### config.mk
export PLATFORM = sky130hd
export DESIGN_NAME = bcd_display_scanner
export DESIGN_NICKNAME = d
export VERILOG_FILES = /design/src/rtl/bcd_display_scanner.sv
export SDC_FILE = /design/constraint.sdc
export NUM_CORES = 1
export LEC_CHECK = 0
export ABC_AREA = 1
export BUFFER_PORTS_ARGS = -buffer_cell sky130_fd_sc_hd__buf_2
export CAP_MARGIN = 5
export CORE_MARGIN = 1.5
export CORE_UTILIZATION = 61
export DETAILED_ROUTE_END_ITERATION = 8
export PLACE_DENSITY = 0.84
export RECOVER_POWER = 50
export SETUP_SLACK_MARGIN = 0.15
export SYNTH_ARGS = -nofsm -noshare
export SYNTH_HDL_FRONTEND = slang
export SYNTH_SLANG_ARGS = --single-unit
### constraint.sdc
create_clock -name clk -period 4.2 [get_ports clk]
set_input_delay 0.84 -clock clk [delete_from_list [all_inputs] [get_ports clk]]
set_output_delay 0.84 -clock clk [all_outputs]
set_load 0.05 [all_outputs]
### src/rtl/bcd_display_scanner.sv
// Two-digit seven-segment scanner: captures a packed BCD word via valid/ready and
// time-multiplexes ones/tens onto a shared segment bus. Optional: LEADING_ZERO_BLANK_EN.
module bcd_display_scanner #(
  parameter int REFRESH_DIV = 4
) (
  input  logic       clk,
  input  logic       rst,
  input  logic [7:0] bcd_in,
  input  logic       bcd_valid,
  output logic       bcd_ready,
  output logic [6:0] seg,
  output logic [1:0] digit_en,
  output logic       err
);

  localparam int CNT_W = (REFRESH_DIV > 1) ? $clog2(REFRESH_DIV) : 1;
  localparam logic [CNT_W-1:0] CNT_LAST = CNT_W'(REFRESH_DIV - 1);

  typedef enum logic [1:0] {
    IDLE      = 2'd0,
    SCAN_ONES = 2'd1,
    SCAN_TENS = 2'd2
  } state_t;

  state_t           state, state_next;
  logic [CNT_W-1:0] cnt, cnt_next;
  logic [7:0]       disp;
  logic             xfer;
  logic             bad_word;
  logic             cnt_last;

  function automatic logic [6:0] decode(input logic [3:0] d);
    logic [6:0] s;
    case (d)
      4'd0:    s = 7'h3F;
      4'd1:    s = 7'h06;
      4'd2:    s = 7'h5B;
      4'd3:    s = 7'h4F;
      4'd4:    s = 7'h66;
      4'd5:    s = 7'h6D;
      4'd6:    s = 7'h7D;
      4'd7:    s = 7'h07;
      4'd8:    s = 7'h7F;
      4'd9:    s = 7'h6F;
      default: s = 7'h00;
    endcase
    return s;
  endfunction

  assign cnt_last = (cnt == CNT_LAST);
  assign xfer     = bcd_valid && bcd_ready;
  assign bad_word = (bcd_in[7:4] > 4'd9) || (bcd_in[3:0] > 4'd9);

  // NOTE: sequential state uses non-blocking assignments so every register
  // samples pre-edge values regardless of statement order.
  always_ff @(posedge clk) begin
    if (rst) begin
      state <= IDLE;
      cnt   <= '0;
      disp  <= 8'h00;
      err   <= 1'b0;
    end else begin
      state <= state_next;
      cnt   <= cnt_next;
      if (xfer) begin
        disp <= bcd_in;
        if (bad_word) err <= 1'b1;
      end
    end
  end

  // NOTE: every output of this block gets a default first so no path can
  // leave a signal unassigned and infer a latch.
  always_comb begin
    state_next = state;
    cnt_next   = cnt;
    bcd_ready  = 1'b0;
    seg        = 7'h00;
    digit_en   = 2'b00;
    case (state)
      IDLE: begin
        bcd_ready = 1'b1;
        if (bcd_valid) begin
          state_next = SCAN_ONES;
          cnt_next   = '0;
        end
      end
      SCAN_ONES: begin
        digit_en = 2'b01;
        seg      = decode(disp[3:0]);
        if (cnt_last) begin
          cnt_next   = '0;
          state_next = SCAN_TENS;
        end else begin
          cnt_next = cnt + CNT_W'(1);
        end
      end
      SCAN_TENS: begin
`ifdef LEADING_ZERO_BLANK_EN
        // A zero tens digit keeps its slot but drives nothing.
        if (disp[7:4] != 4'd0) begin
          digit_en = 2'b10;
          seg      = decode(disp[7:4]);
        end
`else
        digit_en = 2'b10;
        seg      = decode(disp[7:4]);
`endif
        // Accepting only in the last tens cycle keeps each frame coherent.
        bcd_ready = cnt_last;
        if (cnt_last) begin
          cnt_next   = '0;
          state_next = SCAN_ONES;
        end else begin
          cnt_next = cnt + CNT_W'(1);
        end
      end
      default: begin
        state_next = IDLE;
        cnt_next   = '0;
      end
    endcase
  end

endmodule

==> metrics.yaml, run 1 <==
dpl.hpwl_mm: 2.42
core_area_um2: 2540
io_buffers: 21
syn-cell-area_um2: 1690
slew_viol_final: 0
ys_ff_latch: 27
n_antenna_cell: 0
syn_to_final_growth_pct: 3.56
combPwrFrac_pct: 55.6
gp_congestion: 0.815
holdPathStages: 2
status: "finished clean"
clock_latency_ns: 0.33
hp-class: "flop to flop"
grt_max_degree: 19
yosysMostFrequentCell: "nand2_1"
synth.net_count: 249
synth_fa_ha_area_share_pct: 12.6
htree_num_levels: 1
cts_tree: "yes"
yosys.area_share.simple_pct: 36.1
antenna_found_initial: 0
die_height_um: 55.6
power.clock.fraction_pct: 10.1
timing.slew.headroom_pct: 61.0
layout_min_cycle_time_ns: 2.78
hold_ws_ns: 0.480
initial_core_util_pct: 66.3
rows: 18
drive_gt1_share_pct: 19.1
drc: 0
tightest_slew_ns: 0.587
yosysSeqAreaShare_pct: 32.0
maxCapViolations: 0
cp-end-kind: "output pin"
grt_pass1_wl_mm: 5.78
cts_max_path_buffers: 2
startpoint_type: "flop"
avgSynthCellArea_um2: 7.63
synth_area_leaders: "dfxtp_1, nand2_1, ha_1"
first_pass_iters: 4
postRouteAntennaNets: 0
die-area_um2: 3090
fin_area_um2: 1750
final_hold_viol_count: 0
cts_made_buffers: 3
cp_max_fo: 11
yosysTopAreaCell: "dfxtp_1"
worstPathArrival_ns: 1.94
clock_sinks: 27
synth_xor_area_share_pct: 0
synth_edf_count: 0
grt_use_met2_pct: 36.2
synth_compound_area_share_pct: 8.98
avgViaCountPerCell: 5.15
nNetsFinal: 270
skew_ns: 0.00425
grt_pass1_vias: 1304
drtIter0Drc: 45
busiest_layer: "met2"
overflow: 0
place_area_um2: 1790
period_share_pct: 66.3
synth_cell_types: 28
synth_mux_area_share_pct: 0
post-cts-setup-buffers: 0
criticalPathCategory: "flop to output pin"
p_int_uw: 573
p_per_area_nw_per_um2: 657
p_leak_uw: 0.000923
postCtsHoldBufs: 0
vdd_ir_drop_max_uv: 417
wirelength_mm: 3.20
p_total_uw: 1150
synth_top_family_by_area: "simple AND/OR/NAND/NOR gates"
wire_per_inst_um: 11.8
root_buffer: "clkbuf_4"
fin_setup_tns_ns: 0
rsz0062_at_grt: "false"
swShare_pct: 50.1
clk_pin_slew_ns: 0.15
ys_warn_count: 0
vias: 1396
required_ns: 3.36
io_pins: 22
reg2reg_depth: 12
syn_inst: 221
grt_util_all_layers_pct: 22.7
synth_commonest_cells: "nand2_1, inv_1, dfxtp_1"
async_reset_ff_share_pct: 0
synth_top_area_share_pct: 32.0
synth_flop_cell: "dfxtp_1"
die_w_um: 55.6
fmax_mhz: 359
final-setup-viol-count: 0
switchingPower_uw: 575
grtUsageMet1_pct: 32.1
seq_power_share_pct: 34.3
cts_resized: 0
grt_use_met3_pct: 3.26
power by group through the flow:
stage	combinational (uW)	sequential (uW)	clock, uW
6_report	639	394	115
5_1_grt	721	407	130
4_1_cts	697	395	117
3_5_place_dp	690	402	0
3_3_place_gp	677	399	0
2_1_floorplan	572	397	0
per-stage QoR:
step,util [%],cells,setup slack [ns]
3_5_place_dp,70.5,267,1.74
5_1_grt,68.6,271,1.26
6_report,68.6,271,1.42
4_1_cts,71.6,271,1.49
2_1_floorplan,-,221,1.45
3_3_place_gp,70.5,267,1.75
cell type report:
| type | instances | area [um^2] |
|---|---|---|
| Tap cell | 30 | 37.5 |
| Sequential cell | 27 | 541 |
| Multi-Input combinational cell | 156 | 912 |
| Clock inverter | 1 | 5.00 |
| Clock buffer | 3 | 22.5 |
| Timing Repair Buffer | 21 | 104 |
| Fill cell | 228 | 798 |
| Inverter | 33 | 125 |
placed cells by master (no fill, tap or decap):
cell type   instances
nand2_1            66
inv_1              29
dfxtp_1            27
buf_2              20
ha_1               17
nor2_1             15
a21oi_1            14
nand4_1             8
nand3_1             7
o21ai_0             6
nor2_2              5
nand3_2             5
inv_2               3
clkbuf_4            3
nand3_4             2
nand2_2             2
a211oi_1            2
nand2_8             1
clkinvlp_2          1
or2_0               1
or2_4               1
nand2_4             1
or2_2               1
o21bai_1            1
a31oi_1             1
clkinv_2            1
clkbuf_1            1
worst max-delay path, cell delays in order, from the launching register on:
cell	delay, ns
dfxtp_1	0.43
ha_1	0.53
nand2_8	0.06
nand2_1	0.27
buf_2	0.33
cell families (layout without fill, tap and decap cells):
group,after synthesis,in the layout
buf+inv,38,58
fa+ha+maj,17,17
flops,27,27
simple gates,115,115
compound gates,24,24
path summary, 6_finish.rpt:
kind         slack (ns)         to  startpoint
min                0.48    disp[4]     disp[4]
min reg2reg        0.48    disp[4]     disp[4]
max reg2reg        1.62       flop    state[1]
max                1.42  bcd_ready    state[1]
per-layer routing:
layer / part of all wire [%] / wire (um)
met1: 50 / 1600
met2: 45 / 1430
met3: 3.6 / 115
met4: 1.7 / 53
met5: 0 / 0
Note: power is estimated with default switching activity, not from simulation.
==> run 2: changes to the inputs <==
--- a/config.mk
+++ b/config.mk
@@ -5,13 +5,13 @@
 export SDC_FILE = /design/constraint.sdc
 export NUM_CORES = 1
 export LEC_CHECK = 0
-export ABC_AREA = 1
+export ABC_AREA = 0
 export BUFFER_PORTS_ARGS = -buffer_cell sky130_fd_sc_hd__buf_2
 export CAP_MARGIN = 5
 export CORE_MARGIN = 1.5
-export CORE_UTILIZATION = 61
+export CORE_UTILIZATION = 57
 export DETAILED_ROUTE_END_ITERATION = 8
-export PLACE_DENSITY = 0.84
+export PLACE_DENSITY = 0.79
 export RECOVER_POWER = 50
 export SETUP_SLACK_MARGIN = 0.15
 export SYNTH_ARGS = -nofsm -noshare
==> constraint.sdc (replaced) <==
create_clock -name clk -period 2.6 [get_ports clk]
set_input_delay 0.52 -clock clk [delete_from_list [all_inputs] [get_ports clk]]
set_output_delay 0.52 -clock clk [all_outputs]
set_load 0.05 [all_outputs]
==> run 2 against run 1 <==
Clock skew is 0.0027 ns lower. Clock power is 58% higher. Synthesized cell count is 13% lower. Combinational power is 44% lower. Critical path depth is 7 higher. Register-to-register slack worse by 1.4 ns. Sequential power is 25% higher. Utilization is 0.26 points lower. Sequential cell count stayed put. Worst hold slack better by 0.0096 ns. Global-route usage is 1.3 points higher. Largest power group is now sequential cells.
==> metrics.yaml, run 2 <==
required_ns: 2.79  # -0.57 ns
vdd_ir_drop_max_uv: 390  # -6.5%
core_area_um2: 2760  # +8.4%
ys_warn_count: 0  # unchanged
vias: 1439  # +3.1%
clock_latency_ns: 0.32  # about the same
yosysMostFrequentCell: "dfxtp_1"
reg2reg_depth: 11  # -1
synth_commonest_cells: "dfxtp_1, a21oi_1, ha_1, nand2_1, nor3_1"
place_area_um2: 1810  # +0.63%
layout_min_cycle_time_ns: 2.39
grtUsageMet1_pct: 31.5  # -0.53 points
drc: 0  # unchanged
holdPathStages: 3  # +1
cts_made_buffers: 3  # unchanged
io_pins: 22  # unchanged
synth_area_leaders: "dfxtp_1, ha_1, a21oi_1"
fin_setup_tns_ns: 0  # unchanged
synth_cell_types: 35  # +25%
criticalPathCategory: "flop to flop"
wire_per_inst_um: 14.6  # +23%
first_pass_iters: 4  # unchanged
finish.utilization_pct: 68.4  # -0.26 points
synth_fa_ha_area_share_pct: 12.7  # +0.12 points
grt_pass1_wl_mm: 6.24  # +8.1%
synth_top_area_share_pct: 32.4  # +0.31 points
grt_use_met3_pct: 3.17  # -0.081 points
timing.slew.headroom_pct: 57.6  # -3.5 points
maxCapViolations: 0  # unchanged
synth_mux_area_share_pct: 2.70  # +2.7 points
cp-end-kind: "flop"
clock_sinks: 27  # unchanged
postRouteAntennaNets: 0  # unchanged
initial_core_util_pct: 60.6  # -5.7 points
n_antenna_cell: 0  # unchanged
die-area_um2: 3260  # +5.7%
syn_inst: 193  # -13%
cts_tree: "yes"
final_cell_mix: "dfxtp_1, a21oi_1, nand2_1, buf_2, nor3_1"
startpoint_type: "flop"
io_buffers: 21  # unchanged
fillerInstances: 224  # -1.8%
final_hold_viol_count: 0  # unchanged
dpl.cell_count: 238  # -11%
synth_compound_area_share_pct: 22.4  # +13 points
r2r_setup_slack_ns: 0.21  # -1.41 ns
yosysTopAreaCell: "dfxtp_1"
ys_ff_latch: 27  # unchanged
postCtsHoldBufs: 0  # unchanged
htree_num_levels: 1  # unchanged
synth_flop_cell: "dfxtp_1"
wirelength_mm: 3.62  # +13%
r2r_start: "state[1]"
clk_pin_slew_ns: 0.14  # about the same
yosys.area_share.simple_pct: 21.0  # -15 points
rows: 19  # +1
avgSynthCellArea_um2: 8.65  # +13%
antenna_found_initial: 0  # unchanged
worstPathArrival_ns: 2.58  # +0.64 ns
instances_no_fill: 249  # -8.1%
nNetsFinal: 247  # -8.5%
min_from: "bcd_in[0]"
root_buffer: "clkbuf_4"
overflow: 0  # unchanged
die_w_um: 57.1  # +2.8%
synth.net_count: 221  # -11%
hp-class: "primary input to flop"
fmax_mhz: 419
synth_xor_area_share_pct: 2.10  # +2.1 points
cts_max_path_buffers: 2  # unchanged
busiest_layer: "met2"
final-setup-viol-count: 0  # unchanged
yosysSeqAreaShare_pct: 32.4  # +0.31 points
die_height_um: 57.1  # +2.8%
layout_commonest_cell: "dfxtp_1"
syn_to_final_growth_pct: 12.9
p_leak_uw: 0.000771  # -16%
gp_congestion: 0.917  # +13%
drtIter0Drc: 73  # +62%
syn-cell-area_um2: 1670  # -0.96%
synth_top_family_by_area: "compound AO/OA/AOI/OAI gates"
skew_ns: 0.00154  # -0.00271 ns
grt_max_degree: 30  # +11
p_per_area_nw_per_um2: 548  # -17%
synth_edf_count: 0  # unchanged
fin_area_um2: 1890  # +8.0%
async_reset_ff_share_pct: 0  # unchanged
tightest_slew_ns: 0.637  # +0.0496 ns
grt_use_met2_pct: 40.9  # +4.7 points
avgViaCountPerCell: 5.78  # +12%
grt_pass1_vias: 1442  # +11%
cp_max_fo: 8  # -3
grt_util_all_layers_pct: 24.0  # +1.3 points
drive_gt1_share_pct: 26.6  # +7.5 points
status: "finished clean"
min_to: "disp[0]"
slew_viol_final: 0  # unchanged
rsz0062_at_grt: "true"
period_share_pct: 91.9
dpl.hpwl_mm: 2.74  # +13%
## run 2: cell count changes in the layout (fill, tap and decap cells not counted), moves of 5 or more
cell,change
nand2_1,-49
inv_1,-23
nor3_1,+14
nor2b_1,+11
nand4_1,-8
a22oi_1,+7
buf_4,+6
nand3_2,-5
nor2_2,-5
o21ai_1,+5
## run 2: how the worst max path moves through the flow
stage / to / slack (ns) / startpoint / cells after the start
4_1_cts: flop / 0.15 / state[0] / 13
3_5_place_dp: flop / 0.08 / state[1] / 13
2_1_floorplan: flop / 0.15 / state[0] / 14
3_3_place_gp: flop / 0.18 / state[0] / 13
6_report: flop / 0.21 / state[1] / 11
5_1_grt: flop / 0.1 / state[1] / 13
## run 2: per-layer routing
metal  up-vias  share of wire, %  wire [um]
met5         -                 0          0
met4         0               1.5         56
met3         8               6.0        216
met2        67                49       1760
met1       649                44       1590
li1        715                 -          -
## run 2: kinds of logic after synthesis
family	after synthesis
xor gates and xnor gates	4
AOI/OAI and AO/OA	52
adders and majority gates	17
muxes	2
buffers and inverters	22
DFF	27
and+or+nand+nor	69
## run 2: area by class of cell
| type | count | area (um^2) | area share (%) |
|---|---|---|---|
| inverter | 14 | 60.1 | 3.19 |
| sequential | 27 | 546 | 28.9 |
| timing repair buffer | 29 | 156 | 8.29 |
| multi-input combinational | 144 | 1050 | 55.9 |
| clock inverter | 1 | 7.51 | 0.398 |
| tap | 31 | 38.8 | 2.06 |
| clock buffer | 3 | 22.5 | 1.19 |
## run 2: power by group
group | leakage (uW) | switching (uW) | total, uW | internal (uW)
clock network | 0.0000139 | 123 | 182 | 58.7
registers | 0.000225 | 28.8 | 493 | 465
logic | 0.000533 | 228 | 357 | 129
total | 0.000771 | 380 | 1030 | 653
## run 2: worst max-delay path, stage by stage, from the launching register on
cell	delay, ns
dfxtp_4	0.39
inv_1	0.11
ha_4	0.18
a21oi_4	0.05
clkbuf_1	0.14
nor2_4	0.19
clkbuf_4	0.17
buf_4	0.17
mux2i_1	0.53
inv_4	0.09
nand2_1	0.14
o22ai_1	0.10
## run 2: repair_timing
item / 4_1_cts / 5_1_grt
pin swaps: 1 / 4
buffers inserted: 3 / 4
setup endpoints to repair: 2 / 4
gates resized for setup: 1 / 11
## run 2: stage by stage
step | setup slack [ns] | power, uW | hold slack [ns]
5_1_grt | 0.0971 | 1100 | 0.495
4_1_cts | 0.155 | 1030 | 0.473
2_1_floorplan | 0.152 | 768 | 0.436
3_3_place_gp | 0.184 | 828 | 0.444
3_5_place_dp | 0.0801 | 842 | 0.457
6_report | 0.211 | 1030 | 0.489
==> run 3: changes to the inputs <==
--- a/config.mk
+++ b/config.mk
@@ -11,7 +11,7 @@
 export CORE_MARGIN = 1.5
 export CORE_UTILIZATION = 57
 export DETAILED_ROUTE_END_ITERATION = 8
-export PLACE_DENSITY = 0.79
+export PLACE_DENSITY = 0.78
 export RECOVER_POWER = 50
 export SETUP_SLACK_MARGIN = 0.15
 export SYNTH_ARGS = -nofsm -noshare
==> run 3 against run 2 <==
Die area did not move. Highest routed layer unchanged. Combinational power up 3%. Power grew 1.1%. Largest power group unchanged. Via count fell by 0.63%. Utilization is 1.3 points higher. Clock skew increased by 0.0020 ns. Clock power about the same.
==> metrics.yaml, run 3 (same netlist as run 2, synthesis figures left out) <==
antenna_found_initial: 0  # unchanged
rows: 19  # unchanged
core_area_um2: 2760  # unchanged
power.clock.fraction_pct: 17.7  # about the same
htree_num_levels: 1  # unchanged
vias: 1430  # -0.63%
avgViaCountPerCell: 5.72  # -1.0%
slew_viol_final: 0  # unchanged
clk_pin_slew_ns: 0.14  # about the same
initial_core_util_pct: 60.6  # unchanged
overflow: 0  # unchanged
p_per_area_nw_per_um2: 544  # -0.71%
grt_pass1_wl_mm: 6.24  # -0.11%
final_cell_mix: "dfxtp_1, a21oi_1, buf_2, nand2_1"
cts_made_buffers: 3  # unchanged
final_hold_viol_count: 0  # unchanged
seq_power_share_pct: 47.2  # -0.6 points
die_w_um: 57.1  # unchanged
fillerInstances: 222  # -0.89%
die-area_um2: 3260  # unchanged
vdd_ir_drop_max_uv: 410  # +5.0%
cp_max_fo: 6  # -2
cp-end-kind: "flop"
io_buffers: 21  # unchanged
grt_util_all_layers_pct: 24.2  # +0.20 points
postCtsHoldBufs: 0  # unchanged
tightest_slew_ns: 0.675  # +0.0384 ns
critPathLaunch: "state[1]"
first_pass_iters: 4  # unchanged
hp-class: "primary input to flop"
root_buffer: "clkbuf_4"
wirelength_mm: 3.69  # +1.9%
status: "finished clean"
reg2reg_depth: 13  # +2
postRouteAntennaNets: 0  # unchanged
p_leak_uw: 0.000793  # +2.9%
place_area_um2: 1810  # unchanged
wire_per_inst_um: 14.8  # +1.5%
p_int_uw: 661  # +1.3%
period_share_pct: 89.8  # -2.0 points
dpl.hpwl_mm: 2.73  # -0.32%
r2r_setup_slack_ns: 0.26  # +0.05 ns
combPwrFrac_pct: 35.1  # +0.5 points
n_antenna_cell: 0  # unchanged
required_ns: 2.84  # +0.05 ns
switchingPower_uw: 383  # +0.92%
final-setup-viol-count: 0  # unchanged
fmax_mhz: 428  # +2.3%
grt_max_degree: 30  # unchanged
syn_to_final_growth_pct: 15.0
fin_setup_tns_ns: 0  # unchanged
gp_congestion: 0.896  # -2.3%
die_height_um: 57.1  # unchanged
r2r_start: "state[1]"
clock_latency_ns: 0.33  # about the same
criticalPathCategory: "flop to flop"
timing.slew.headroom_pct: 55.0  # -2.6 points
drive_gt1_share_pct: 27.9  # +1.2 points
maxCapViolations: 0  # unchanged
drtIter0Drc: 37  # -49%
cts_max_path_buffers: 2  # unchanged
cts_tree: "yes"
fin_area_um2: 1920  # +1.9%
layout_commonest_cell: "dfxtp_1"
swShare_pct: 36.7  # -0.079 points
nNetsFinal: 248  # +0.40%
grt_pass1_vias: 1360  # -5.7%
drc: 0  # unchanged
layout_min_cycle_time_ns: 2.34  # -0.0530 ns
clock_sinks: 27  # unchanged
io_pins: 22  # unchanged
skew_ns: 0.00354  # +0.00200 ns
rsz0062_at_grt: "false"
startpoint_type: "flop"
worstPathArrival_ns: 2.58  # about the same
## run 3: power by group through the flow
stage / logic [uW] / registers (uW) / clock network [uW]
after floorplan: 272 / 497 / 0
after global placement: 328 / 500 / 0
after detailed placement: 339 / 501 / 0
after CTS: 353 / 492 / 188
after global routing: 404 / 498 / 206
final: 366 / 493 / 185
## run 3: cell type report
| class | count | area (um^2) | area share (%) |
|---|---|---|---|
| multi-input cells | 144 | 1060 | 55.4 |
| clock inverters | 1 | 7.51 | 0.391 |
| inverters | 14 | 60.1 | 3.13 |
| well taps | 31 | 38.8 | 2.02 |
| repair buffers | 30 | 181 | 9.45 |
| clock buffers | 3 | 22.5 | 1.17 |
| flip-flops and latches | 27 | 546 | 28.4 |
## run 3: critical path: stages (launching register included)
cell and delay, ns:
dfxtp_4 0.39, inv_1 0.11, ha_4 0.18, a21oi_4 0.06, buf_12 0.13, nor2_4 0.20, nand2_1 0.12, a21oi_2 0.21
inv_1 0.12, ha_1 0.23, a21oi_1 0.18, nor3_1 0.07, nor3_1 0.15, nand2_1 0.08
## run 3: layer usage
metal / GRT usage, % / wire length (um) / vias up
met3: 3.40 / 210 / 9
met2: 41.5 / 1800 / 52
met4: 7.31 / 68 / 0
met1: 31.8 / 1620 / 649
met5: 0 / 0 / -
li1: - / - / 720
## run 3: worst min-delay path by stage
stage | startpoint | endpoint | slack, ns | cells past startpoint
CTS | bcd_in[4] | disp[4] | 0.46 | 3
finish | bcd_in[4] | disp[4] | 0.47 | 3
floorplan | cnt[1] | cnt[1] | 0.44 | 2
detailed placement | cnt[1] | cnt[1] | 0.46 | 2
global route | bcd_in[4] | disp[4] | 0.49 | 3
global placement | err | err | 0.44 | 2
## run 3: stage by stage
| step | hold slack (ns) | total power [uW] | utilization, % | cells | setup slack, ns |
|---|---|---|---|---|---|
| finish | 0.475 | 1040 | 69.6 | 250 | 0.264 |
| global route | 0.490 | 1110 | 69.6 | 250 | 0.0902 |
| CTS | 0.464 | 1030 | 67.7 | 244 | 0.155 |
| detailed placement | 0.462 | 840 | 65.5 | 238 | 0.0765 |
| global placement | 0.444 | 828 | 65.5 | 238 | 0.176 |
| floorplan | 0.436 | 768 | - | 193 | 0.152 |
## run 3: repair_timing
item | CTS | global route
endpoints found under the setup margin | 2 | 8
gates resized for setup | 1 | 13
gates cloned | 0 | 0
pin swaps | 1 | 7
buffers inserted | 2 | 6
